## src/rtl/vmicro16_uart_rx_apb_pkg.sv

```systemverilog
// Shared constants for the vmicro16 UART receiver: register offsets, STATUS bit
// positions, receiver FSM encoding and the interconnect slot of this peripheral.
package vmicro16_uart_rx_apb_pkg;

  localparam logic [1:0] UART_RX_REG_DATA   = 2'd0;
  localparam logic [1:0] UART_RX_REG_STATUS = 2'd1;
  localparam logic [1:0] UART_RX_REG_DIV    = 2'd2;

  localparam int ST_NOT_EMPTY  = 0;
  localparam int ST_FULL       = 1;
  localparam int ST_OVERRUN    = 2;
  localparam int ST_FRAME_ERR  = 3;
  localparam int ST_PARITY_ERR = 4;
  // With parity framing bit4 carries parity_err, so the count field moves up one.
`ifdef VMICRO16_UART_RX_PARITY_EN
  localparam int ST_COUNT_LSB  = 5;
`else
  localparam int ST_COUNT_LSB  = 4;
`endif

  localparam int          DIV_W   = 16;
  localparam logic [15:0] DIV_MIN = 16'd4;

  typedef enum logic [2:0] {
    RX_IDLE   = 3'd0,
    RX_START  = 3'd1,
    RX_DATA   = 3'd2,
    RX_PARITY = 3'd3,
    RX_STOP   = 3'd4
  } rx_state_e;

  localparam int         APB_SLAVE_IDX_UART1 = 3;
  localparam logic [7:0] APB_PSELX_UART1     = 8'(1 << APB_SLAVE_IDX_UART1);

  function automatic logic [DIV_W-1:0] clamp_div(input logic [DIV_W-1:0] v);
    return (v < DIV_MIN) ? DIV_MIN : v;
  endfunction

endpackage

```

## src/rtl/vmicro16_uart_rx_apb_fifo.sv

```systemverilog
// vmicro16_fifo: synchronous FIFO shared by the UART RX and TX paths.
// A push into a full FIFO is accepted only when a pop happens in the same cycle.
module vmicro16_fifo #(
  parameter int WIDTH = 8,
  parameter int DEPTH = 8,
  localparam int AW   = $clog2(DEPTH),
  localparam int CW   = AW + 1
) (
  input  logic             clk,
  input  logic             reset,
  input  logic             push_i,
  input  logic [WIDTH-1:0] din_i,
  input  logic             pop_i,
  output logic [WIDTH-1:0] dout_o,
  output logic [CW-1:0]    count_o,
  output logic             full_o,
  output logic             empty_o
);

  logic [WIDTH-1:0] mem_q [DEPTH];
  logic [AW-1:0]    wr_ptr_q, rd_ptr_q;
  logic [CW-1:0]    count_q;
  logic             do_push, do_pop;

  assign empty_o = (count_q == '0);
  assign full_o  = (count_q == CW'(DEPTH));
  assign count_o = count_q;
  assign dout_o  = mem_q[rd_ptr_q];

  assign do_pop  = pop_i & ~empty_o;
  assign do_push = push_i & (~full_o | do_pop);

  // NOTE: storage array has no reset; only pointers and count define validity.
  always_ff @(posedge clk) begin
    if (do_push) mem_q[wr_ptr_q] <= din_i;
  end

  // NOTE: sequential state uses non-blocking assignments so every flop samples
  // pre-edge values regardless of statement order.
  always_ff @(posedge clk) begin
    if (!reset) begin
      wr_ptr_q <= '0;
      rd_ptr_q <= '0;
      count_q  <= '0;
    end else begin
      if (do_push) wr_ptr_q <= wr_ptr_q + 1'b1;
      if (do_pop)  rd_ptr_q <= rd_ptr_q + 1'b1;
      case ({do_push, do_pop})
        2'b10:   count_q <= count_q + 1'b1;
        2'b01:   count_q <= count_q - 1'b1;
        default: count_q <= count_q;
      endcase
    end
  end

endmodule

```

## src/rtl/vmicro16_uart_rx_apb.sv

```systemverilog
// APB slave UART receiver: 8N1 deserialiser feeding a receive FIFO, with STATUS,
// baud divisor and a level irq. Define VMICRO16_UART_RX_PARITY_EN for 8E1 framing.
module vmicro16_uart_rx_apb
  import vmicro16_uart_rx_apb_pkg::*;
#(
  parameter int BUS_WIDTH    = 16,
  parameter int FIFO_DEPTH   = 8,
  parameter int CLKS_PER_BIT = 868
) (
  input  logic                 clk,
  input  logic                 reset,
  input  logic [BUS_WIDTH-1:0] S_PADDR,
  input  logic                 S_PWRITE,
  input  logic                 S_PSELx,
  input  logic                 S_PENABLE,
  input  logic [BUS_WIDTH-1:0] S_PWDATA,
  output logic [BUS_WIDTH-1:0] S_PRDATA,
  output logic                 S_PREADY,
  input  logic                 rx_wire,
  output logic                 irq
);

  localparam int CW = $clog2(FIFO_DEPTH) + 1;

  logic             access, rd_pop, wr_status, wr_div;
  logic [1:0]       reg_sel;
  logic             unused_bits;

  logic             rx_meta_q, rx_s_q;
  rx_state_e        state_q, state_d;
  logic [DIV_W-1:0] cnt_q, cnt_d;
  logic [DIV_W-1:0] div_q, div_act_q, div_act_d;
  logic [2:0]       bit_idx_q, bit_idx_d;
  logic [7:0]       shift_q, shift_d;
  logic             armed_q, armed_d;
  logic             rx_push, set_frame, set_overrun;
  logic             half_tick, full_tick;

  logic             overrun_q, frame_err_q;
  logic [7:0]       fifo_dout;
  logic [CW-1:0]    fifo_count;
  logic             fifo_full, fifo_empty;
  logic [31:0]      count_wide;
  logic [3:0]       count_sat;
  logic [15:0]      status_w;
  logic [BUS_WIDTH-1:0] rdata;

`ifdef VMICRO16_UART_RX_PARITY_EN
  logic             par_bad_q, par_bad_d, set_parity, parity_err_q;
`endif

  // Register access is suppressed while reset is held so the bus outputs read 0.
  assign access    = S_PSELx & S_PENABLE & reset;
  assign reg_sel   = S_PADDR[1:0];
  assign rd_pop    = access & ~S_PWRITE & (reg_sel == UART_RX_REG_DATA);
  assign wr_status = access &  S_PWRITE & (reg_sel == UART_RX_REG_STATUS);
  assign wr_div    = access &  S_PWRITE & (reg_sel == UART_RX_REG_DIV);
  assign unused_bits = ^{S_PADDR, S_PWDATA};

  always_ff @(posedge clk) begin
    if (!reset) begin
      rx_meta_q <= 1'b1;
      rx_s_q    <= 1'b1;
    end else begin
      rx_meta_q <= rx_wire;
      rx_s_q    <= rx_meta_q;
    end
  end

  assign half_tick = (cnt_q == (div_act_q >> 1) - 16'd1);
  assign full_tick = (cnt_q == div_act_q - 16'd1);

  // NOTE: every output of this block is given a default first, so no path can
  // leave one unassigned and infer a latch.
  always_comb begin
    state_d   = state_q;
    cnt_d     = cnt_q + 16'd1;
    bit_idx_d = bit_idx_q;
    shift_d   = shift_q;
    armed_d   = 1'b0;
    div_act_d = div_act_q;
    rx_push   = 1'b0;
    set_frame = 1'b0;
`ifdef VMICRO16_UART_RX_PARITY_EN
    par_bad_d  = par_bad_q;
    set_parity = 1'b0;
`endif
    case (state_q)
      RX_IDLE: begin
        cnt_d   = '0;
        // A start edge only counts after the line has been seen idle-high.
        armed_d = armed_q | rx_s_q;
        if (armed_q && !rx_s_q) begin
          state_d   = RX_START;
          div_act_d = div_q;
        end
      end
      RX_START: begin
        if (half_tick) begin
          cnt_d     = '0;
          bit_idx_d = '0;
          state_d   = rx_s_q ? RX_IDLE : RX_DATA;
        end
      end
      RX_DATA: begin
        if (full_tick) begin
          cnt_d     = '0;
          shift_d   = {rx_s_q, shift_q[7:1]};
          bit_idx_d = bit_idx_q + 3'd1;
          if (bit_idx_q == 3'd7) begin
`ifdef VMICRO16_UART_RX_PARITY_EN
            state_d = RX_PARITY;
`else
            state_d = RX_STOP;
`endif
          end
        end
      end
`ifdef VMICRO16_UART_RX_PARITY_EN
      RX_PARITY: begin
        if (full_tick) begin
          cnt_d      = '0;
          par_bad_d  = ^{shift_q, rx_s_q};
          set_parity = par_bad_d;
          state_d    = RX_STOP;
        end
      end
`endif
      RX_STOP: begin
        if (full_tick) begin
          cnt_d   = '0;
          state_d = RX_IDLE;
          if (!rx_s_q) begin
            set_frame = 1'b1;
          end else begin
`ifdef VMICRO16_UART_RX_PARITY_EN
            rx_push = ~par_bad_q;
`else
            rx_push = 1'b1;
`endif
          end
        end
      end
      default: begin
        state_d = RX_IDLE;
        cnt_d   = '0;
      end
    endcase
  end

  always_ff @(posedge clk) begin
    if (!reset) begin
      state_q   <= RX_IDLE;
      cnt_q     <= '0;
      bit_idx_q <= '0;
      shift_q   <= '0;
      armed_q   <= 1'b0;
      div_act_q <= 16'(CLKS_PER_BIT);
`ifdef VMICRO16_UART_RX_PARITY_EN
      par_bad_q <= 1'b0;
`endif
    end else begin
      state_q   <= state_d;
      cnt_q     <= cnt_d;
      bit_idx_q <= bit_idx_d;
      shift_q   <= shift_d;
      armed_q   <= armed_d;
      div_act_q <= div_act_d;
`ifdef VMICRO16_UART_RX_PARITY_EN
      par_bad_q <= par_bad_d;
`endif
    end
  end

  vmicro16_fifo #(
    .WIDTH (8),
    .DEPTH (FIFO_DEPTH)
  ) u_fifo (
    .clk     (clk),
    .reset   (reset),
    .push_i  (rx_push),
    .din_i   (shift_q),
    .pop_i   (rd_pop),
    .dout_o  (fifo_dout),
    .count_o (fifo_count),
    .full_o  (fifo_full),
    .empty_o (fifo_empty)
  );

  // A full FIFO still takes the byte when a DATA read frees a slot this cycle.
  assign set_overrun = rx_push & fifo_full & ~rd_pop;

  always_ff @(posedge clk) begin
    if (!reset) begin
      overrun_q   <= 1'b0;
      frame_err_q <= 1'b0;
      div_q       <= 16'(CLKS_PER_BIT);
`ifdef VMICRO16_UART_RX_PARITY_EN
      parity_err_q <= 1'b0;
`endif
    end else begin
      overrun_q   <= set_overrun | (overrun_q & ~(wr_status & S_PWDATA[ST_OVERRUN]));
      frame_err_q <= set_frame | (frame_err_q & ~(wr_status & S_PWDATA[ST_FRAME_ERR]));
`ifdef VMICRO16_UART_RX_PARITY_EN
      parity_err_q <= set_parity | (parity_err_q & ~(wr_status & S_PWDATA[ST_PARITY_ERR]));
`endif
      if (wr_div) div_q <= clamp_div(S_PWDATA[DIV_W-1:0]);
    end
  end

  assign count_wide = 32'(fifo_count);
  assign count_sat  = (count_wide > 32'd15) ? 4'hF : count_wide[3:0];

  always_comb begin
    status_w                             = '0;
    status_w[ST_NOT_EMPTY]               = ~fifo_empty;
    status_w[ST_FULL]                    = fifo_full;
    status_w[ST_OVERRUN]                 = overrun_q;
    status_w[ST_FRAME_ERR]               = frame_err_q;
    status_w[ST_COUNT_LSB +: 4]          = count_sat;
`ifdef VMICRO16_UART_RX_PARITY_EN
    status_w[ST_PARITY_ERR]              = parity_err_q;
`endif
  end

  always_comb begin
    rdata = '0;
    case (reg_sel)
      UART_RX_REG_DATA:   rdata = fifo_empty ? '0 : BUS_WIDTH'(fifo_dout);
      UART_RX_REG_STATUS: rdata = BUS_WIDTH'(status_w);
      UART_RX_REG_DIV:    rdata = BUS_WIDTH'(div_q);
      default:            rdata = '0;
    endcase
  end

  assign S_PRDATA = (access & ~S_PWRITE) ? rdata : '0;
  assign S_PREADY = access;
  assign irq      = ~fifo_empty;

endmodule

```

## config.mk

```make
export PLATFORM = sky130hd
export DESIGN_NAME = vmicro16_uart_rx_apb
export DESIGN_NICKNAME = d
export VERILOG_FILES = /design/src/rtl/vmicro16_uart_rx_apb_pkg.sv /design/src/rtl/vmicro16_uart_rx_apb_fifo.sv /design/src/rtl/vmicro16_uart_rx_apb.sv
export SDC_FILE = /design/constraint.sdc
export NUM_CORES = 1
export LEC_CHECK = 0
export BUFFER_PORTS_ARGS = -buffer_cell sky130_fd_sc_hd__buf_2
export CORE_ASPECT_RATIO = 1.75
export CORE_MARGIN = 4
export CORE_UTILIZATION = 50
export CTS_CLUSTER_SIZE = 14
export DETAILED_ROUTE_END_ITERATION = 10
export PLACE_DENSITY = 0.7
export SLEW_MARGIN = 5
export SYNTH_ARGS = -nofsm -noshare
export SYNTH_HDL_FRONTEND = slang
export SYNTH_SLANG_ARGS = --single-unit
```

## constraint.sdc

```tcl
create_clock -name clk -period 5.8 [get_ports clk]
set_clock_uncertainty 0.1 [all_clocks]
set_input_delay 1.16 -clock clk [delete_from_list [all_inputs] [get_ports clk]]
set_output_delay 1.16 -clock clk [all_outputs]
set_load 0.01 [all_outputs]
```

==> results of run 1 <==
-- area by class of cell --
cell class,instances,area (um2),area share
clock buffers,17,425,0.0533
clock inverters,15,146,0.0183
inverters,12,45.0,0.00564
multi-input cells,480,3350,0.419
flip-flops and latches,144,3520,0.442
well taps,177,221,0.0278
repair buffers,50,273,0.0342
-- Yosys cell counts, types with 5 or more instances --
master	n
sky130_fd_sc_hd__nor2b_1	18
sky130_fd_sc_hd__and2_1	31
sky130_fd_sc_hd__edfxtp_1	64
sky130_fd_sc_hd__o211ai_1	5
sky130_fd_sc_hd__a222oi_1	6
sky130_fd_sc_hd__nand2b_1	6
sky130_fd_sc_hd__a21oi_1	12
sky130_fd_sc_hd__dfxtp_1	80
sky130_fd_sc_hd__inv_1	12
sky130_fd_sc_hd__mux4_2	16
sky130_fd_sc_hd__a21boi_0	32
sky130_fd_sc_hd__a31o_2	5
sky130_fd_sc_hd__mux2_2	7
sky130_fd_sc_hd__a211oi_1	5
sky130_fd_sc_hd__ha_1	10
sky130_fd_sc_hd__nor4_1	11
sky130_fd_sc_hd__nor3_1	18
sky130_fd_sc_hd__nand2_1	95
sky130_fd_sc_hd__o21ai_0	14
sky130_fd_sc_hd__buf_2	5
sky130_fd_sc_hd__xor2_1	24
sky130_fd_sc_hd__nor2_1	27
sky130_fd_sc_hd__nand3_1	21
sky130_fd_sc_hd__and3_1	10
sky130_fd_sc_hd__clkbuf_1	38
sky130_fd_sc_hd__nand4_1	17
sky130_fd_sc_hd__xnor2_1	28
-- layer usage --
layer | up-vias | global-route usage | share of wire | wire length [um]
met3 | 39 | 0.0294 | 0.031 | 524
li1 | 2517 | - | - | -
met5 | - | 0 | 0 | 0
met2 | 138 | 0.402 | 0.57 | 9500
met1 | 2531 | 0.221 | 0.36 | 6060
met4 | 0 | 0.105 | 0.039 | 648
-- cell families (layout without fill, tap and decap cells) --
kind of cell | Yosys count | after routing
simple gates | 280 | 280
xor+xnor | 52 | 52
mux | 27 | 27
compound gates | 111 | 111
fa+ha+maj | 10 | 10
buf+inv | 63 | 94
flops | 144 | 144
-- worst max path at each step --
stage / start / end / cells after the start
floorplan: reset / u_fifo.mem_q[1][0] / 9
global placement: div_act_q[1] / u_fifo.count_o[2] / 15
detailed placement: div_act_q[1] / u_fifo.count_o[2] / 15
CTS: div_act_q[1] / u_fifo.count_o[2] / 15
global route: div_act_q[1] / u_fifo.count_o[2] / 15
finish: div_act_q[1] / u_fifo.count_o[2] / 15
-- flip-flops by register name, summed over array words and instances (netlist names), 3 cells and up, named ones only --
signal / flops
bit_idx_q: 3
cnt_q: 16
div_act_q: 16
div_q: 16
shift_q: 8
state_q: 3
u_fifo.count_o: 4
u_fifo.mem_q: 64
u_fifo.rd_ptr_q: 3
u_fifo.wr_ptr_q: 3
-- worst max-delay path: cells and delay by family (launching register included) --
kind	cells	cell delay, ps
compound gates	4	820
xor+xnor	2	260
fa+ha+maj	3	980
buf+inv	1	160
flops	1	390
simple gates	5	2190
-- where the power goes --
part	switching [mW]	total [mW]	internal (mW)	leakage (nW)
logic	0.0273	0.0475	0.0201	1.31
registers	0.00575	1.06	1.05	1.24
clock network	0.452	1.05	0.603	0.273
==> key figures, run 1 <==
Min path
  • Instance count along the most critical hold path: 1
  • End point of the most critical hold path: rx_s_q
  • Type of the most critical hold path: reg -> reg
  • Hold path startpoint: rx_meta_q

Worst setup path
  • End of the worst register-to-register path: u_fifo.count_o[2]
  • Required @ worst endpoint: 6040 ps
  • Cell repeated most along the worst path: sky130_fd_sc_hd__ha_1
  • Slowest CP cell: sky130_fd_sc_hd__or4_1
  • Startpoint of the lowest-slack register-to-register path: div_act_q[1]
  • Worst-path maximum fanout: 14
  • Crit-path cells: inv_1 -> ha_1 -> nor4b_4 -> nand3_1 -> a211oi_1 -> o2111ai_1 -> or3_4 -> or4_1 -> ha_1 -> xor2_1 -> ha_1 -> a21oi_1 -> xor2_1 -> or3_1 -> a21boi_0
  • Highest cell delay on the worst timing path: 850 ps
  • CP Class: reg -> reg
  • Length in cells of the worst reg-to-reg path: 15
  • Critical path capture point type: flip-flop
  • Worst setup SP type: flip-flop
  • Setup slack of the most critical reg-to-reg path: 830 ps
  • Crit path DAT: 5210 ps

Status
  • Outcome: complete, no violations

STA
  • Worst setup margin: 833 ps
  • Worst slack on hold paths: 315 ps
  • Headroom to the max-slew limit: 0.281
  • Unrepaired setup endpoints after global routing: false
  • Hold violation total from the final report: 0
  • Setup-failing EPs final: 0
  • Post-layout minimum cycle time: 4970 ps
  • Final Max Tran Viols: 0
  • F_max: 201 MHz
  • Fin Setup TNS: 0 ps
  • Final period utilization: 0.856
  • Slew @ Worst Pin: 1080 ps

Yosys
  • Synth Area in Simple Gates: 0.208
  • Synthesized area: 0.00713 mm2
  • Mux share of post-synthesis cell area: 0.0672
  • Number of standard cells after synthesis: 687
  • Fraction of the yosys area taken by sequential cells: 0.494
  • Largest family of logic cells by synthesized area: simple AND/OR/NAND/NOR gates
  • EDFF count, synth: 64
  • Number of warnings reported in the yosys synthesis log: 0
  • Dominant synthesized flop cell: sky130_fd_sc_hd__dfxtp_1
  • Number of nets produced by synthesis: 735
  • Share of the synthesized area in the top cell type: 0.270
  • Mean post-synth cell area: 10.4 um2
  • Biggest area contributors in the synthesized netlist: sky130_fd_sc_hd__edfxtp_1, sky130_fd_sc_hd__dfxtp_1, sky130_fd_sc_hd__mux4_2, sky130_fd_sc_hd__nand2_1, sky130_fd_sc_hd__xnor2_1
  • Synthesized-area fraction occupied by ao, oa, aoi and oai cells: 0.112
  • Xor and xnor fraction of the mapped netlist area: 0.0639
  • Register bit total from synthesis: 144
  • Area share of fa/ha/maj cells after synthesis: 0.0176
  • Unique masters post-synth: 63
  • Post-synth ARST share: 0
  • Cell accounting for the most synthesized area: sky130_fd_sc_hd__edfxtp_1

Finish
  • Post-route core utilization: 0.574
  • Final instance area: 0.00798 mm2
  • Leading cell type in the layout, fill and taps excluded: sky130_fd_sc_hd__nand2_1
  • Layout Area Growth over Synthesis: 12.0%
  • Share of final-layout standard cells stronger than drive strength 1: 0.164
  • Count of nets after finishing: 753
  • Filler cell count: 1,206
  • Top library cells by usage in the layout, fill and taps aside: sky130_fd_sc_hd__nand2_1, sky130_fd_sc_hd__dfxtp_1, sky130_fd_sc_hd__edfxtp_1
  • Count of antenna diodes in the layout: 0
  • Non-filler cells, final: 895

Placement
  • Input/output buffers: 41
  • GP Congestion: 0.923
  • Detailed placer's ending HPWL: 12,300 um
  • Area after DPL: 0.00741 mm2
  • Worst setup slack before clock tree synthesis: 848 ps
  • Total instance count after detailed placement: 863

Clock tree
  • Clock-pin slew reported for the worst setup and hold paths after clock tree synthesis: 60 ps
  • Setup Buffers After CTS: 0
  • Number of clock buffers inserted by TritonCTS: 17
  • Clock sink count: 144
  • Count of hold buffers inserted by post-cts repair: 0
  • Post-CTS Resized: 0
  • CTS root buf: sky130_fd_sc_hd__clkbuf_16
  • Number of buffers on the longest clock path: 2
  • CTS tree: yes
  • Clock network latency to the later pin of the worst-skew pair: 420 ps
  • Htree depth: 4

Global routing
  • Number of global-route vias before repair: 5,341
  • Global-route wire length before repair: 27,200 um
  • GRT overflow: 0
  • GRT Overall Usage: 0.211
  • Maximum number of pins on one net before global-route repair: 63
  • Initial antenna violation count: 0

Power
  • Peak supply drop: 0.269 mV
  • Pwr Density: 271 mW/mm2
  • Total power consumption of the routed design: 2.16 mW
  • Leakage: 2.82 nW

Floorplanning
  • Full die area: 0.0163 mm2
  • Y dimension of the die: 166 um
  • Area of the core: 0.0139 mm2
  • I/O pins: 56
  • Die X: 98.3 um
  • Row cnt: 57
  • Initial Util: 0.512

Routing
  • Via density: 5.84
  • Total wirelength of the detailed-routed design: 16,700 um
  • Antenna-violating nets left: 0
  • Via count: 5,225
  • Number of detailed-route iterations in the first pass: 7
  • DR WL/cell: 18.7 um
  • Residual DRC count: 0
  • Drt initial violations: 290

Job
  • MaxCap Viol Count: 0
(Power assumes the default switching activity.)
==> run 2, diff against run 1 <==
--- a/config.mk
+++ b/config.mk
@@ -11,7 +11,7 @@
 export CORE_UTILIZATION = 50
 export CTS_CLUSTER_SIZE = 14
 export DETAILED_ROUTE_END_ITERATION = 10
-export PLACE_DENSITY = 0.7
+export PLACE_DENSITY = 0.73
 export SLEW_MARGIN = 5
 export SYNTH_ARGS = -nofsm -noshare
 export SYNTH_HDL_FRONTEND = slang
==> constraint.sdc (replaced) <==
create_clock -name clk -period 4.4 [get_ports clk]
set_clock_uncertainty 0.1 [all_clocks]
set_input_delay 0.88 -clock clk [delete_from_list [all_inputs] [get_ports clk]]
set_output_delay 0.88 -clock clk [all_outputs]
set_load 0.01 [all_outputs]
==> key figures, run 2 (synthesized netlist as in run 1, its figures left out) <==
STA
  • Fin Setup TNS: 0 ps (unchanged)
  • Unrepaired setup endpoints after global routing: false
  • Post-layout minimum cycle time: 4200 ps (-770 ps)
  • Setup-failing EPs final: 0 (unchanged)
  • Slew @ Worst Pin: 860 ps (-217 ps)
  • Headroom to the max-slew limit: 0.422 (+0.141)
  • Hold violation total from the final report: 0 (unchanged)
  • Final period utilization: 0.954 (+0.0975)
  • Final Max Tran Viols: 0 (unchanged)
  • F_max: 238 MHz (+18%)

Job
  • MaxCap Viol Count: 0 (unchanged)

Floorplanning
  • Full die area: 0.0163 mm2 (unchanged)
  • Area of the core: 0.0139 mm2 (unchanged)
  • I/O pins: 56 (unchanged)
  • Row cnt: 57 (unchanged)
  • Y dimension of the die: 166 um (unchanged)
  • Die X: 98.3 um (unchanged)
  • Initial Util: 0.512 (unchanged)

Worst setup path
  • Slowest CP cell: sky130_fd_sc_hd__or4_1
  • Critical path capture point type: flip-flop
  • Crit path DAT: 4450 ps (-760 ps)
  • Required @ worst endpoint: 4650 ps (-1390 ps)
  • Setup slack of the most critical reg-to-reg path: 200 ps (-630 ps)
  • Length in cells of the worst reg-to-reg path: 13 (-2)
  • CP Class: reg -> reg
  • Cell repeated most along the worst path: sky130_fd_sc_hd__xor2_1
  • Crit-path cells: nor4b_4 -> and2_1 -> a311oi_1 -> o32a_1 -> or3_4 -> or4_1 -> ha_2 -> xor2_1 -> ha_1 -> a21oi_1 -> xor2_1 -> or3_1 -> a21boi_0
  • Worst setup SP type: flip-flop
  • Highest cell delay on the worst timing path: 660 ps (-190 ps)
  • Worst-path maximum fanout: 13 (-1)

Power
  • Part of the power in registers: 0.479 (-0.011)
  • Logic gate share of total power: 0.023 (about the same)
  • Internal power contribution: 2.27 mW (+35%)
  • Leakage: 2.92 nW (+3.5%)
  • Pwr Density: 358 mW/mm2 (+32%)
  • Switching portion of total power: 0.221 (-0.00344)
  • Peak supply drop: 0.485 mV (+80%)
  • Switching pwr: 0.644 mW (+33%)
  • Clock power frac: 0.498 (+0.010)

Routing
  • Residual DRC count: 0 (unchanged)
  • Via count: 5,458 (+4.5%)
  • Drt initial violations: 329 (+13%)
  • DR WL/cell: 19.3 um (+3.1%)
  • Number of detailed-route iterations in the first pass: 5 (-2)
  • Total wirelength of the detailed-routed design: 17,600 um (+5.1%)
  • Antenna-violating nets left: 0 (unchanged)
  • Via density: 5.98 (+2.5%)

Clock tree
  • Clock network latency to the later pin of the worst-skew pair: 420 ps (about the same)
  • Count of hold buffers inserted by post-cts repair: 0 (unchanged)
  • Clock-pin slew reported for the worst setup and hold paths after clock tree synthesis: 70 ps (about the same)
  • CTS tree: yes
  • CTS root buf: sky130_fd_sc_hd__clkbuf_16
  • Htree depth: 4 (unchanged)
  • Number of clock buffers inserted by TritonCTS: 17 (unchanged)
  • Clock sink count: 144 (unchanged)
  • Number of buffers on the longest clock path: 2 (unchanged)

Status
  • Outcome: complete, no violations

Placement
  • GP Congestion: 0.993 (+7.6%)
  • Area after DPL: 0.00753 mm2 (+1.6%)
  • Input/output buffers: 41 (unchanged)
  • Detailed placer's ending HPWL: 12,800 um (+4.6%)

Global routing
  • GRT overflow: 0 (unchanged)
  • Maximum number of pins on one net before global-route repair: 63 (unchanged)
  • Global-route wire length before repair: 28,500 um (+4.9%)
  • GRT Overall Usage: 0.222 (+0.0108)
  • Initial antenna violation count: 0 (unchanged)
  • Number of global-route vias before repair: 5,614 (+5.1%)

Finish
  • Share of final-layout standard cells stronger than drive strength 1: 0.185 (+0.0207)
  • Register bank with the most flops: u_fifo.mem_q
  • Number of flip-flops in the largest register: 64 (unchanged)
  • Layout Area Growth over Synthesis: 14.1%
  • Leading cell type in the layout, fill and taps excluded: sky130_fd_sc_hd__nand2_1
  • Count of antenna diodes in the layout: 0 (unchanged)
  • Final instance area: 0.00813 mm2 (+1.9%)
  • Count of nets after finishing: 770 (+2.3%)
  • Top library cells by usage in the layout, fill and taps aside: sky130_fd_sc_hd__nand2_1, sky130_fd_sc_hd__dfxtp_1, sky130_fd_sc_hd__edfxtp_1

Min path
  • Type of the most critical hold path: reg -> reg
  • Instance count along the most critical hold path: 1 (unchanged)
run 2: routing by layer:
layer / vias up / wire length [um] / GRT usage
li1: 2560 / - / -
met1: 2680 / 6150 / 0.223
met2: 156 / 9860 / 0.423
met3: 62 / 588 / 0.0294
met4: 0 / 983 / 0.132
met5: - / 0 / 0
run 2: final timing paths:
kind                                    from                 to
worst max-delay path            div_act_q[3]  u_fifo.count_o[2]
worst min register to register     rx_meta_q             rx_s_q
worst min-delay path               rx_meta_q             rx_s_q
worst max register to register  div_act_q[3]  u_fifo.count_o[2]
run 2: power groups by stage:
stage / Sequential (mW) / Combinational, mW / Clock [mW]
floorplan: 1.42 / 0.0429 / 0
global placement: 1.42 / 0.0644 / 0
detailed placement: 1.43 / 0.0656 / 0
CTS: 1.40 / 0.0661 / 1.47
global route: 1.40 / 0.0731 / 1.53
finish: 1.40 / 0.0668 / 1.45
run 2: what timing repair did:
item                                    4_1_cts  5_1_grt
endpoints found under the setup margin        0        1
gates resized for setup                       0        1
buffers inserted                              0        0
hold endpoints to repair                      0        0
run 2: per-stage QoR:
step           worst slack, ps  instances   util  power [mW]  hold WS (ps)
2_1_floorplan              145        687      -        1.46           286
3_3_place_gp               282        880  0.541        1.49           301
3_5_place_dp               238        880  0.541        1.49           310
4_1_cts                    222        912  0.584        2.93           331
5_1_grt                   17.6        912  0.585        3.00           341
6_report                   203        912  0.585        2.91           327
run 2: final cells by class:
class | instances | area, um2
clock buffers | 17 | 425
well taps | 177 | 221
clock inverters | 15 | 171
inverters | 12 | 45.0
flip-flops and latches | 144 | 3520
multi-input cells | 480 | 3340
repair buffers | 67 | 400
fillers | 1171 | 5780
run 2: critical path: cells and delay by family (launching register included):
kind,cells,cell delay (ps)
xor gates and xnor gates,2,240
AOI/OAI and AO/OA,4,810
DFF,1,470
and+or+nand+nor,5,2050
adders and majority gates,2,460
==> run 3, diff against run 2 <==
--- a/config.mk
+++ b/config.mk
@@ -11,6 +11,7 @@
 export CORE_UTILIZATION = 50
 export CTS_CLUSTER_SIZE = 14
 export DETAILED_ROUTE_END_ITERATION = 10
+export GPL_TIMING_DRIVEN = 0
 export PLACE_DENSITY = 0.73
 export SLEW_MARGIN = 5
 export SYNTH_ARGS = -nofsm -noshare
==> key figures, run 3 (synthesized netlist as in run 1, its figures left out) <==
STA
  • Slew @ Worst Pin: 909 ps (+49.2 ps)
  • Headroom to the max-slew limit: 0.391 (-0.0308)
  • Setup-failing EPs final: 0 (unchanged)
  • Final Max Tran Viols: 0 (unchanged)
  • Post-layout minimum cycle time: 4220 ps (+19.0 ps)
  • Unrepaired setup endpoints after global routing: false
  • F_max: 237 MHz (-0.45%)
  • Final period utilization: 0.958 (+0.00432)
  • Hold violation total from the final report: 0 (unchanged)
  • Fin Setup TNS: 0 ps (unchanged)

Placement
  • Total instance count after detailed placement: 908 (+3.2%)
  • Input/output buffers: 40 (-2.4%)
  • Detailed placer's ending HPWL: 13,900 um (+7.9%)
  • Area after DPL: 0.00761 mm2 (+1.1%)
  • GP Congestion: 0.914 (-8.0%)

Finish
  • Top library cells by usage in the layout, fill and taps aside: sky130_fd_sc_hd__nand2_1, sky130_fd_sc_hd__dfxtp_1, sky130_fd_sc_hd__edfxtp_1
  • Share of final-layout standard cells stronger than drive strength 1: 0.197 (+0.0116)
  • Non-filler cells, final: 945 (+3.6%)
  • Count of nets after finishing: 803 (+4.3%)
  • Final instance area: 0.00837 mm2 (+3.0%)
  • Count of antenna diodes in the layout: 0 (unchanged)
  • Number of flip-flops in the largest register: 64 (unchanged)
  • Filler cell count: 1,181 (+0.85%)
  • Post-route core utilization: 0.602 (+0.0173)
  • Layout Area Growth over Synthesis: 17.4%
  • Area of the multi-input gates: 0.00346 mm2 (+3.6%)
  • Area used by sequential logic in the layout: 0.00353 mm2 (+0.14%)
  • Register bank with the most flops: u_fifo.mem_q
  • Leading cell type in the layout, fill and taps excluded: sky130_fd_sc_hd__nand2_1

Min path
  • Type of the most critical hold path: reg -> reg

Floorplanning
  • Area of the core: 0.0139 mm2 (unchanged)
  • Die X: 98.3 um (unchanged)
  • I/O pins: 56 (unchanged)
  • Y dimension of the die: 166 um (unchanged)
  • Row cnt: 57 (unchanged)
  • Full die area: 0.0163 mm2 (unchanged)
  • Initial Util: 0.512 (unchanged)

Worst setup path
  • Setup slack of the most critical reg-to-reg path: 180 ps (-20 ps)
  • Required @ worst endpoint: 4650 ps (about the same)
  • Crit-path cells: inv_2 -> ha_1 -> nor4b_4 -> and2_4 -> a311oi_1 -> o32a_1 -> or3_4 -> or4_1 -> buf_6 -> ha_4 -> xor2_2 -> ha_2 -> a21oi_2 -> xor2_1 -> or3_1 -> a21boi_1
  • Worst setup SP type: flip-flop
  • End of the worst register-to-register path: u_fifo.count_o[2]
  • Critical path launch point: div_act_q[2]
  • Startpoint of the lowest-slack register-to-register path: div_act_q[2]
  • Worst-path maximum fanout: 14 (+1)
  • Highest cell delay on the worst timing path: 550 ps (-110 ps)
  • Destination of the critical timing path: u_fifo.count_o[2]
  • Critical path capture point type: flip-flop
  • Length in cells of the worst reg-to-reg path: 16 (+3)
  • CP Class: reg -> reg
  • Crit path DAT: 4470 ps (+20 ps)
  • Slowest CP cell: sky130_fd_sc_hd__or4_1

Global routing
  • GRT overflow: 0 (unchanged)
  • Initial antenna violation count: 0 (unchanged)
  • GRT Overall Usage: 0.227 (+0.00460)
  • Global-route wire length before repair: 28,700 um (+0.58%)
  • Maximum number of pins on one net before global-route repair: 17 (-73%)
  • Number of global-route vias before repair: 5,604 (-0.18%)

Clock tree
  • Clock network latency to the later pin of the worst-skew pair: 430 ps (about the same)
  • Clock-pin slew reported for the worst setup and hold paths after clock tree synthesis: 60 ps (about the same)
  • Clock sink count: 144 (unchanged)
  • CTS tree: yes
  • Count of hold buffers inserted by post-cts repair: 0 (unchanged)
  • Htree depth: 4 (unchanged)
  • Number of clock buffers inserted by TritonCTS: 17 (unchanged)
  • Number of buffers on the longest clock path: 2 (unchanged)
  • CTS root buf: sky130_fd_sc_hd__clkbuf_16

Power
  • Pwr Density: 349 mW/mm2 (-2.5%)
  • Leakage: 2.94 nW (+0.78%)
  • Peak supply drop: 0.405 mV (-16%)

Routing
  • Via count: 5,566 (+2.0%)
  • Via density: 5.89 (-1.6%)
  • Antenna-violating nets left: 0 (unchanged)
  • Number of detailed-route iterations in the first pass: 5 (unchanged)
  • DR WL/cell: 19.5 um (+1.2%)
  • Residual DRC count: 0 (unchanged)
  • Drt initial violations: 364 (+11%)
  • Total wirelength of the detailed-routed design: 18,400 um (+4.8%)

Status
  • Outcome: complete, no violations

Job
  • MaxCap Viol Count: 0 (unchanged)
==> run 3: power breakdown <==
part / switching, mW / internal (mW) / leakage, nW
clock: 0.633 / 0.825 / 0.291
sequential: 0.00398 / 1.39 / 1.24
combinational: 0.0441 / 0.0291 / 1.41
==> run 3: metal layers <==
metal	routed length (um)	part of all wire	GRT usage
met1	6240	0.34	0.212
met2	10400	0.56	0.442
met3	765	0.042	0.0395
met4	1040	0.056	0.135
met5	0	0	0
==> run 3: worst max-delay path: cells and delay by family, from the launching register on <==
kind | cells | cell delay (ps)
XOR/XNOR | 2 | 230
AND/OR/NAND/NOR | 5 | 1900
adder cells (fa/ha/maj) | 3 | 570
AO/OA/AOI/OAI | 4 | 690
flip-flops | 1 | 360
buffers and inverters | 2 | 300
==> run 3: final cells by class <==
cell class | count | area share
plain buffers | 49 | 0.0253
repair buffers | 51 | 0.0353
clock inverters | 14 | 0.0199
multi-input cells | 480 | 0.414
flip-flops and latches | 144 | 0.422
inverters | 12 | 0.00538
clock buffers | 18 | 0.0525
well taps | 177 | 0.0265
==> run 3: worst min-delay path by stage <==
stage                     slack, ps  cells past startpoint       from     end
after detailed placement        300                      1  rx_meta_q  rx_s_q
after global placement          290                      1  rx_meta_q  rx_s_q
after floorplan                 290                      1  rx_meta_q  rx_s_q
final                           310                      1  rx_meta_q  rx_s_q
after CTS                       310                      1  rx_meta_q  rx_s_q
after global routing            340                      1  rx_meta_q  rx_s_q
==> run 3: repair_timing <==
action | CTS | global route
endpoints found under the hold margin | 0 | 0
gates resized for setup | 14 | 13
setup buffers | 2 | 5
pin swaps | 3 | 5
setup endpoints to repair | 26 | 23
==> run 3: metrics by stage <==
stage / setup WS, ps / total power [mW] / hold slack, ps
after CTS: -2.33 / 2.94 / 314
after floorplan: 145 / 1.46 / 286
final: 184 / 2.92 / 311
after global placement: -1140 / 1.49 / 291
after global routing: 5.89 / 3.01 / 341
after detailed placement: -336 / 1.49 / 295
